--- config.mk ---
export PLATFORM = sky130hd
export DESIGN_NAME = gpr_writeback
export DESIGN_NICKNAME = d
export VERILOG_FILES = /design/src/rtl/gpr_writeback.sv
export SDC_FILE = /design/constraint.sdc
export NUM_CORES = 1
export LEC_CHECK = 0
export ABC_AREA = 1
export CORE_UTILIZATION = 33
export DETAILED_ROUTE_END_ITERATION = 7
export PLACE_DENSITY = 0.66
export SLEW_MARGIN = 20
export SYNTH_ARGS = -nofsm -noshare
export SYNTH_HDL_FRONTEND = slang
export SYNTH_SLANG_ARGS = --single-unit
export TNS_END_PERCENT = 1
--- constraint.sdc ---
create_clock -name clk -period 2.16 [get_ports clk]
set_input_delay 0.432 -clock clk [delete_from_list [all_inputs] [get_ports clk]]
set_output_delay 0.432 -clock clk [all_outputs]
set_load 0.03 [all_outputs]
--- src/rtl/gpr_writeback.sv ---
// gpr_writeback: arbitrates ALU and load-unit results onto a single
// register-file write port and tracks pending destination registers.
// The load unit has priority. The ALU is forced through after it has lost
// three consecutive contended cycles.
module gpr_writeback #(
  parameter int unsigned WordSize = 32
) (
  input  logic                clk,
  input  logic                rstn,
  input  logic                alu_valid,
  input  logic [4:0]          alu_rd,
  input  logic [WordSize-1:0] alu_data,
  output logic                alu_ready,
  input  logic                mem_valid,
  input  logic [4:0]          mem_rd,
  input  logic [WordSize-1:0] mem_data,
  output logic                mem_ready,
  input  logic                issue_valid,
  input  logic [4:0]          issue_rd,
  input  logic                flush,
  output logic                wbe,
  output logic [4:0]          rdn,
  output logic [WordSize-1:0] rdd,
  output logic [31:0]         busy
);

  logic [1:0]          starve_cnt;
  logic                alu_grant;
  logic                mem_grant;
  logic                hs;
  logic [4:0]          hs_rd;
  logic [WordSize-1:0] hs_data;
  logic [31:0]         busy_q;
  logic [31:0]         busy_next;

  // Grant selection: the load unit wins unless the ALU has starved for three cycles.
  // Nothing is granted while reset is held, so results offered then are not taken.
  always_comb begin
    alu_grant = 1'b0;
    mem_grant = 1'b0;
    if (rstn) begin
      if (alu_valid && (!mem_valid || (starve_cnt == 2'd3))) begin
        alu_grant = 1'b1;
      end else if (mem_valid) begin
        mem_grant = 1'b1;
      end
    end
  end

  assign alu_ready = alu_grant;
  assign mem_ready = mem_grant;
  assign hs        = alu_grant | mem_grant;
  assign hs_rd     = mem_grant ? mem_rd : alu_rd;
  assign hs_data   = mem_grant ? mem_data : alu_data;

  // Starvation counter: counts contended cycles the ALU loses. It cannot pass 3,
  // because a count of 3 with the ALU still waiting forces an ALU grant that clears it.
  always_ff @(posedge clk or negedge rstn) begin
    if (!rstn) begin
      starve_cnt <= 2'd0;
    end else if (alu_grant || !alu_valid) begin
      starve_cnt <= 2'd0;
    end else if (mem_grant) begin
      starve_cnt <= starve_cnt + 2'd1;
    end
  end

  // Writeback stage: one-cycle registered copy of the accepted result.
  // Writes to x0 complete the handshake but never raise the write enable.
  always_ff @(posedge clk or negedge rstn) begin
    if (!rstn) begin
      wbe <= 1'b0;
      rdn <= 5'd0;
      rdd <= '0;
    end else begin
      wbe <= hs && (hs_rd != 5'd0);
      if (hs) begin
        rdn <= hs_rd;
        rdd <= hs_data;
      end
    end
  end

  // Pending-register update. Flush beats everything. Otherwise a new issue beats a
  // completing writeback to the same register, because the newer producer is
  // still outstanding.
  always_comb begin
    busy_next = busy_q;
    if (flush) begin
      busy_next = '0;
    end else begin
      if (hs) begin
        busy_next[hs_rd] = 1'b0;
      end
      if (issue_valid) begin
        busy_next[issue_rd] = 1'b1;
      end
    end
    busy_next[0] = 1'b0;
  end

  // Pending-register state.
  always_ff @(posedge clk or negedge rstn) begin
    if (!rstn) begin
      busy_q <= '0;
    end else begin
      busy_q <= busy_next;
    end
  end

  assign busy = busy_q;

endmodule

==> results by group, run 1 <==
Routing
  – Metal2 WL: 5360 µm
  – DR vias/cell: 4.74
  – Uppermost routed layer: met4
  – 1st-pass router iterations: 5
  – Routed len/inst: 14.3 µm
  – DRT met1 WL: 4420 µm
  – Met3 Wirelength: roughly 590 µm
  – Final ANT Viol Nets: 0
  – Iter 0 DRT Violations: 150
  – DR DRC count: 0
  – Vias post-DR: approximately 3500
  – Routed wire length: 10700 µm

Clock network
  – CTS root buf: clkbuf_8
  – Clock buffer depth: 2
  – Worst-skew pair later-pin latency: 0.35 ns
  – CTS tree: yes
  – Worst-path clk slew: 0.08 ns
  – Setup bufs post-CTS: 0
  – Clk sink count: 71
  – H-tree Lvls: 3
  – Total CTS buffers: 9

Synth
  – Netlist cell types: 26
  – Synthesized Nets: 530
  – Synth Area per Inst: 7.92 µm²
  – Sequential share of the synthesized area: 0.506
  – EDFF count, synth: 0
  – Yosys reg bits: 71
  – Mapped Cells: around 440
  – Adder-Cell Fraction of Synth Area: 0.00356
  – Fraction of registers with async set/reset: 1.00
  – Synth Area in XOR/XNOR: 0
  – Yosys top cell area share: 0.506
  – Ys Warns: 0
  – Post-synth top area cell: dfrtp_1
  – Largest family of logic cells by synthesized area: simple AND/OR/NAND/NOR gates
  – Multiplexer share of the synthesized area: 0
  – Synth Area in Simple Gates: 0.389
  – Synth top area cells: dfrtp_1 (51%), nand2_1 (19%), nand3_1 (10%)
  – Dominant synthesized flop cell: dfrtp_1
  – Compound-Gate Fraction of Synth Area: 0.0552
  – Post-Syn Area: 3510 µm²

Final layout
  – Layout Area Growth over Synthesis: 57.5%
  – Fin cells: 747
  – Layout cells sized above 1: 0.103
  – Most frequent cells in the layout: nand2_1 (180), clkdlybuf4s50_1 (152), nand3_1 (72)
  – Antenna cells: 0
  – Commonest non-fill, non-tap cell in the layout: nand2_1
  – Final net count: slightly below 700

Global routing
  – Largest net degree at the start of global routing: 72
  – Initial antenna violation count: 0
  – First-pass GRT wire length: between 15000 and 20000 µm
  – Overflow after GRT: 0
  – Vias in the first global route: between 3000 and 4000
  – Total GRT Usage: 0.203

Worst setup path
  – Crit start category: register
  – Element type at the critical path end: output port
  – Crit Path Max Fanout: 12
  – Crit path buf inv count: 3
  – CP delay by family, top: flip-flops
  – Worst-path cell chain: ha_1 -> inv_1 -> nand2_2 -> nand2_4 -> nand2_8 -> inv_4 -> buf_4
  – Slowest stage delay, CP: 0.40 ns
  – CP required: 1.73 ns
  – Crit-path slowest cell: dfrtp_1
  – WS Path Type: register to output port
  – Critical path arrival: approximately 1.6 ns

Timing
  – Final setup viols: 0
  – Max_slew headroom: 0.411
  – Final WS setup: 0.144 ns
  – Setup TNS: 0 ns
  – Layout Skew: 0.00733 ns
  – Least-Margin Pin Slew: 0.884 ns
  – WHS: 0.328 ns
  – RSZ-0062 raised after global routing: false
  – Tmin final: between 2 and 2.5 ns
  – Fmax: 496 MHz
  – Max-slew violations: 0
  – Hold Vio Cnt, Final: 0
  – Final worst-path cycle share: 0.933

Floorplanning
  – Die outline area: around 11000 µm²
  – Row count: 37
  – Die height: 105 µm
  – Boundary Pins: 157
  – Chip width: 105 µm
  – Initial core utilization: 0.340
  – Core Region: around 10000 µm²

Power and ir drop
  – Leak: 2.38 nW
  – Post-layout total power: 3.92 mW
  – Max VDD drop: 0.000382 V
  – PwrDens: 708 nW/µm²

Place
  – Routability congestion estimate: between 0.8 and 0.9
  – I/O Buffers: 155
  – Worst slack at placement: 0.0122 ns
  – Dpl hpwl: 7850 µm
  – Placed cell count: 731

Hold path
  – Hold crit path type: input port to async pin

Run status
  – Outcome: completed

Flow run
  – Max Cap Viol: 0
state kept, by name (all words and copies together), names as in the netlist:
| register | flops |
|---|---|
| busy | 31 |
| wbe | 1 |
| rdn | 5 |
| rdd | 32 |
| starve_cnt | 2 |
cell usage after synthesis, drive strengths merged (2+ instances only):
master / number
nor3: 9
clkinv: 2
nand3: 73
o21ai: 5
buf: 6
nand3b: 2
nor2: 18
nand2: 194
a21oi: 31
dfrtp: 71
inv: 18
clkbuf: 12
metal layers:
metal | track usage | up-vias
li1 | - | 1751
met1 | 0.239 | 1664
met2 | 0.356 | 109
met3 | 0.0462 | 20
met4 | 0.0845 | 0
met5 | 0 | -
kinds of logic after synthesis:
group | count (synthesis)
AND/OR/NAND/NOR | 296
flip-flops | 71
buffers and inverters | 38
AO/OA/AOI/OAI | 37
adder cells (fa/ha/maj) | 1
other | 1
cell type report:
type,instances,area [µm²]
tap,136,170
multi-input combinational,335,1590
timing repair buffer,169,1650
clock inverter,5,129
clock buffer,11,141
sequential,71,1780
fill,944,4790
inverter,20,80.1
power by group:
part / total, mW / internal (mW) / switching, mW
clock: 1.43 / 0.919 / 0.514
sequential: 1.50 / 1.44 / 0.0606
combinational: 0.988 / 0.426 / 0.562
final timing paths:
kind                                from   endpoint  slack [ns]  depth (start not counted)
setup / recovery           starve_cnt[0]  mem_ready        0.14                          7
hold / removal                      rstn    busy[8]        0.33                          2
setup reg to reg           starve_cnt[0]   busy[19]        0.35                         11
hold reg to reg                  rdd[22]    rdd[22]        0.48                          2
max in group asynchronous           rstn     rdd[3]        1.25                          2
min in group clk                 rdd[22]    rdd[22]        0.48                          2
worst register-to-register path: stages, from the launching register on:
cell     delay, ns
dfrtp_1       0.40
ha_1          0.20
inv_1         0.06
nand2_2       0.07
nand2_4       0.12
nand2_8       0.10
nand2_1       0.11
nand3_2       0.14
nor2_4        0.25
nand2_1       0.10
nand2_1       0.06
a21oi_1       0.06
metrics by stage:
stage / cell area (µm²) / util
after floorplan: 3510 / -
after global placement: 5250 / 0.509
after detailed placement: 5250 / 0.509
after CTS: 5520 / 0.535
after global routing: 5540 / 0.536
final: 5540 / 0.536
timing repair:
item,in CTS,in global routing
hold buffers,0,0
hold endpoints to repair,0,0
setup endpoints to repair,0,1
gates resized for setup,0,3
No activity file was read; power rests on OpenSTA's default activity.
==> inputs of run 2 (changes only) <==
CORE_UTILIZATION = 42   (was 33)
PLACE_DENSITY = 0.81   (was 0.66)
==> run 2 against run 1 <==
  * Register-to-register slack hardly changed
  * Flip-flop and latch count stayed put
  * Non-clock buffer count is 1 lower
  * Die area is 21% lower
  * Worst hold slack worse by 0.28 ns
  * Via count is 3.5% higher
  * Clock power is 26% lower
  * Fmax is 0.50% lower
  * Clock-buffer cell count is 1 higher
  * Worst setup slack worse by 0.010 ns
  * Largest cell class unchanged
==> results by group, run 2 (same netlist as run 1, synthesis figures left out) <==
Run status
  – Outcome: completed

Routing
  – DR vias/cell: 5.15
  – Metal2 WL: 5480 µm
  – DR DRC count: 0
  – Iter 0 DRT Violations: around 300
  – Uppermost routed layer: met4
  – DRT met1 WL: 4270 µm
  – Routed wire length: roughly 11000 µm
  – Vias post-DR: 3667
  – Final ANT Viol Nets: 0
  – Routed len/inst: 15.2 µm
  – Met3 Wirelength: 637 µm
  – 1st-pass router iterations: 5

Floorplanning
  – Chip width: 93.5 µm
  – Core Region: 7930 µm²
  – Die outline area: approximately 8700 µm²
  – Row count: 32
  – Die height: 93.5 µm
  – Boundary Pins: between 150 and 200
  – Initial core utilization: 0.443

Clock network
  – Clk sink count: 71
  – CTS root buf: clkbuf_8
  – Total CTS buffers: 9
  – Worst-skew pair later-pin latency: 0.35 ns
  – Worst-path clk slew: 0.08 ns
  – Clock buffer depth: 2
  – CTS tree: yes
  – Post-CTS Hold Buffers: 0
  – H-tree Lvls: 3

Worst setup path
  – Register-to-Register Path Depth: 11
  – Worst reg-to-reg setup slack: 0.34 ns
  – Critical path arrival: 1.59 ns
  – Reg2reg start: starve_cnt[0]
  – Crit start category: register
  – Reg2Reg Capture Point: busy[25]
  – Crit Path Max Fanout: 11
  – WS Path Type: register to output port
  – CP required: 1.73 ns
  – Element type at the critical path end: output port

Final layout
  – Most frequent cells in the layout: nand2_1 (180), clkdlybuf4s50_1 (152), nand3_1 (72)
  – Final core occ: 0.685
  – Layout Area Growth over Synthesis: 54.5%
  – Layout cells sized above 1: 0.100
  – Max reg flops: 32
  – Filler Cell Count: 657
  – Reg with most FFs: rdd
  – Commonest non-fill, non-tap cell in the layout: nand2_1
  – Antenna cells: 0
  – Non-Filler Cell Area, Final: about 5400 µm²
  – Final net count: 691

Timing
  – Max-slew violations: 0
  – Layout Skew: 0.00908 ns
  – Setup TNS: 0 ns
  – Least-Margin Pin Slew: between 0.7 and 0.8 ns
  – Max_slew headroom: 0.500
  – Fmax: 494 MHz
  – Tmin final: roughly 2.0 ns
  – WHS: 0.0449 ns
  – Final setup viols: 0
  – RSZ-0062 raised after global routing: false
  – Hold Vio Cnt, Final: 0
  – Final worst-path cycle share: 0.938

Power and ir drop
  – Logic pwr share: 0.281
  – Pint: 2.43 mW
  – Switch Pwr: 1.13 mW
  – Max VDD drop: 0.000463 V
  – PwrDens: approximately 660 nW/µm²
  – Switching portion of total power: 0.317
  – Leak: ~2.4 nW
  – Clock power frac: 0.297
  – Post-layout total power: approximately 3.6 mW
  – Register share of total power: 0.422

Place
  – Post-Place Cell Area: 5220 µm²
  – Routability congestion estimate: about 0.86
  – Dpl hpwl: 7870 µm
  – I/O Buffers: 155

Global routing
  – Initial antenna violation count: 0
  – Largest net degree at the start of global routing: 60
  – First-pass GRT wire length: 17900 µm
  – Total GRT Usage: 0.269
  – Vias in the first global route: 3786
  – Overflow after GRT: 0

Flow run
  – Max Cap Viol: 0

Hold path
  – Hold crit path type: input port to async pin
==> run 2: stage by stage <==
step | worst slack (ns) | cells
2_1_floorplan | 0.482 | 444
3_5_place_dp | 0.000113 | 696
3_3_place_gp | 0.0801 | 696
4_1_cts | 0.0335 | 712
5_1_grt | 0.0348 | 712
6_report | 0.134 | 712
==> run 2: power groups by stage <==
| stage | sequential, mW | combinational (mW) | clock, mW |
|---|---|---|---|
| after floorplan | 1.75 | 0.263 | 0 |
| after CTS | 1.50 | 0.998 | 1.08 |
| after global placement | 1.52 | 0.978 | 0 |
| final | 1.50 | 0.999 | 1.06 |
| after global routing | 1.51 | 1.07 | 1.12 |
| after detailed placement | 1.52 | 0.992 | 0 |
==> run 2: how the worst max path moves through the flow <==
stage | from | end | slack, ns | cells past startpoint
floorplan | starve_cnt[0] | mem_ready | 0.48 | 7
global placement | alu_valid | busy[30] | 0.08 | 10
detailed placement | mem_valid | busy[25] | 0.0001 | 10
CTS | starve_cnt[0] | mem_ready | 0.03 | 7
global route | starve_cnt[0] | mem_ready | 0.03 | 7
finish | starve_cnt[0] | mem_ready | 0.13 | 7
==> run 2: layer usage <==
metal  vias up  track usage
met5         -            0
met4         0        0.141
met3        34       0.0593
met2       147        0.459
met1      1727        0.316
li1       1759            -
==> run 2: worst max-delay path: stages, from the launching register on <==
cell	delay (ns)
dfrtp_1	0.40
ha_1	0.20
inv_1	0.08
nand2_2	0.07
nand2_4	0.12
nand2_8	0.10
inv_4	0.11
buf_4	0.17
==> run 2: layout make-up <==
class	instances	area, µm²	share of cell area
clock inverter	4	45.0	0.00830
multi-input combinational	335	1590	0.293
sequential	71	1780	0.327
tap	102	128	0.0235
inverter	20	80.1	0.0147
clock buffer	12	145	0.0267
timing repair buffer	168	1660	0.307
==> run 2: what timing repair did <==
action | 4_1_cts | 5_1_grt
setup buffers | 0 | 0
setup endpoints to repair | 0 | 1
resized for setup | 0 | 3
==> inputs of run 3 (changes only) <==
ABC_AREA = not set   (was 1)
PLACE_DENSITY = 0.87   (was 0.81)
==> run 3 against run 2 <==
  * Die area grew 0.70%
  * Total power shrank 3.8%
  * Flip-flop and latch count is the same
  * Fmax shrank 0.69%
  * Core utilization shrank 1.3 points
  * Clock power shrank 6%
  * Worst setup slack lost 0.014 ns
  * Sequential share of layout area shrank 0.37 points
  * Synthesized area grew 0.71%
  * Critical endpoint unchanged
  * Routed wire length shrank 2.5%
  * Synthesized cell count shrank 21%
==> results by group, run 3 <==
Run status
  – Outcome: completed

Global routing
  – Overflow after GRT: 0
  – First-pass GRT wire length: approximately 17000 µm
  – Total GRT Usage: 0.251
  – Largest net degree at the start of global routing: 72
  – Initial antenna violation count: 0
  – Vias in the first global route: roughly 3500

Final layout
  – Reg with most FFs: rdd
  – Final net count: 601
  – Filler Cell Count: 631
  – Most frequent cells in the layout: clkdlybuf4s50_1 (151), dfrtp_1 (71), nand2_1 (44)
  – Area occupied by multi-input gates: 1480 µm²
  – Layout cells sized above 1: 0.119
  – Fin cells: 624
  – Non-Filler Cell Area, Final: ~5500 µm²
  – Layout Area Growth over Synthesis: 55.1%
  – Commonest non-fill, non-tap cell in the layout: clkdlybuf4s50_1
  – Final core occ: 0.672
  – Seq. cell area: 1780 µm²
  – Antenna cells: 0
  – Max reg flops: 32

Floorplanning
  – Boundary Pins: 157
  – Initial core utilization: 0.433
  – Chip width: about 94 µm
  – Row count: 33
  – Core Region: 8180 µm²
  – Die height: 93.8 µm
  – Die outline area: 8800 µm²

Synth
  – Synthesized Nets: between 400 and 500
  – Yosys top cell area share: 0.502
  – Synth Area in Simple Gates: 0.130
  – Most numerous cell in the Yosys netlist: dfrtp_1
  – Top post-synthesis cells by count: dfrtp_1 (71), nand2_1 (44), inv_1 (34)
  – Synth Area in XOR/XNOR: 0.00247
  – Synth Area per Inst: 10.1 µm²
  – Netlist cell types: 40
  – EDFF count, synth: 0
  – Post-Syn Area: roughly 3500 µm²
  – Sequential share of the synthesized area: 0.502
  – Mapped Cells: approximately 350
  – Synth top area cells: dfrtp_1 (50%), a222oi_1 (9.0%), a311oi_1 (7.7%)
  – Compound-Gate Fraction of Synth Area: 0.252
  – Post-synth top area cell: dfrtp_1
  – Largest family of logic cells by synthesized area: compound AO/OA/AOI/OAI gates
  – Fraction of registers with async set/reset: 1.00
  – Yosys reg bits: 71
  – Multiplexer share of the synthesized area: 0.0255
  – Ys Warns: 0
  – Dominant synthesized flop cell: dfrtp_1
  – Adder-Cell Fraction of Synth Area: 0.00353

Power and ir drop
  – PwrDens: 624 nW/µm²
  – Leak: roughly 2.3 nW
  – Max VDD drop: 0.000489 V

Timing
  – Final worst-path cycle share: 0.944
  – RSZ-0062 raised after global routing: false
  – Max-slew violations: 0
  – Layout Skew: about 0.0057 ns
  – Tmin final: 2.04 ns
  – Least-Margin Pin Slew: 0.869 ns
  – Hold Vio Cnt, Final: 0
  – Max_slew headroom: 0.421
  – Fmax: 490 MHz
  – Final setup viols: 0
  – Final WS setup: 0.120 ns

Place
  – I/O Buffers: 155
  – Worst slack at placement: -0.102 ns
  – Placed cell count: 608
  – Routability congestion estimate: 0.787
  – Dpl hpwl: ~7800 µm
  – Post-Place Cell Area: 5300 µm²

Hold path
  – Hold crit path type: input port to async pin

Routing
  – DRT met1 WL: 4210 µm
  – DR DRC count: 0
  – Iter 0 DRT Violations: 400
  – Metal2 WL: 5410 µm
  – Vias post-DR: 3585
  – DR vias/cell: 5.75
  – Routed wire length: 10500 µm
  – Uppermost routed layer: met4
  – Final ANT Viol Nets: 0
  – 1st-pass router iterations: 6
  – Met3 Wirelength: ~770 µm
  – Routed len/inst: 16.9 µm

Clock network
  – CTS tree: yes
  – Worst-skew pair later-pin latency: 0.33 ns
  – Total CTS buffers: 9
  – Clk sink count: 71
  – Worst-path clk slew: 0.07 ns
  – H-tree Lvls: 3
  – CTS root buf: clkbuf_8
  – Clock buffer depth: 2

Worst setup path
  – Critical path arrival: approximately 1.6 ns
  – Crit Path Max Fanout: 13
  – Crit start category: register
  – Element type at the critical path end: output port
  – CP required: 1.73 ns
  – WS Path Type: register to output port

Flow run
  – Max Cap Viol: 0
[run 3: changes by cell type after synthesis, moves of 9 or more]
cell	before	now
inv_1	16	34
buf_2	4	15
a311oi_1	0	31
nand2_1	180	44
nand3_1	72	4
a222oi_1	0	32
mux2i_1	0	9
[run 3: metal layers]
| metal | global-route usage | vias up |
|---|---|---|
| li1 | - | 1644 |
| met1 | 0.300 | 1765 |
| met2 | 0.429 | 161 |
| met3 | 0.0793 | 15 |
| met4 | 0.0769 | 0 |
| met5 | 0 | - |
[run 3: cell families after synthesis]
kind of cell / Yosys count
compound gates: 115
mux: 9
simple gates: 86
xor+xnor: 1
other cells: 1
flops: 71
buf+inv: 68
fa+ha+maj: 1
[run 3: worst max-delay path, stage by stage (launching register included)]
cell and delay [ns]:
dfrtp_1 0.40, ha_1 0.23, and2_4 0.17, nor2_4 0.14, buf_12 0.16, buf_4 0.17
[run 3: layout make-up]
type                            instances  area share
Timing Repair Buffer                  186       0.326
Sequential cell                        71       0.324
Multi-Input combinational cell        213       0.270
Clock buffer                           11      0.0239
Tap cell                              105      0.0239
Inverter                               34      0.0232
Clock inverter                          4     0.00866
[run 3: what timing repair did]
item                                    4_1_cts  5_1_grt
buffers inserted                              0        1
hold buffers                                  0        0
gates resized for setup                       0        2
endpoints found under the setup margin        0        1
[run 3: final timing paths]
kind	startpoint	end	slack, ns	depth (start not counted)
worst max-delay path	starve_cnt[0]	mem_ready	0.12	5
worst min-delay path	rstn	rdd[10]	0.39	2
worst max register to register	starve_cnt[0]	busy[21]	0.32	5
worst min register to register	rdn[3]	rdn[3]	0.49	2
max in group asynchronous	rstn	busy[6]	1.21	2
min in group clk	rstn	wbe	0.47	3
[run 3: stage by stage]
stage / hold WS [ns] / TNS [ns] / power (mW)
3_3_place_gp: 0.466 / -0.164 / 2.43
2_1_floorplan: 0.136 / 0 / 1.96
3_5_place_dp: 0.476 / -1.37 / 2.46
5_1_grt: 0.456 / 0 / 3.58
6_report: 0.386 / 0 / 3.42
4_1_cts: 0.417 / 0 / 3.45
[run 3: report_power, final]
group	internal, mW	switching (mW)
logic	0.439	0.502
registers	1.43	0.0587
clock network	0.524	0.471
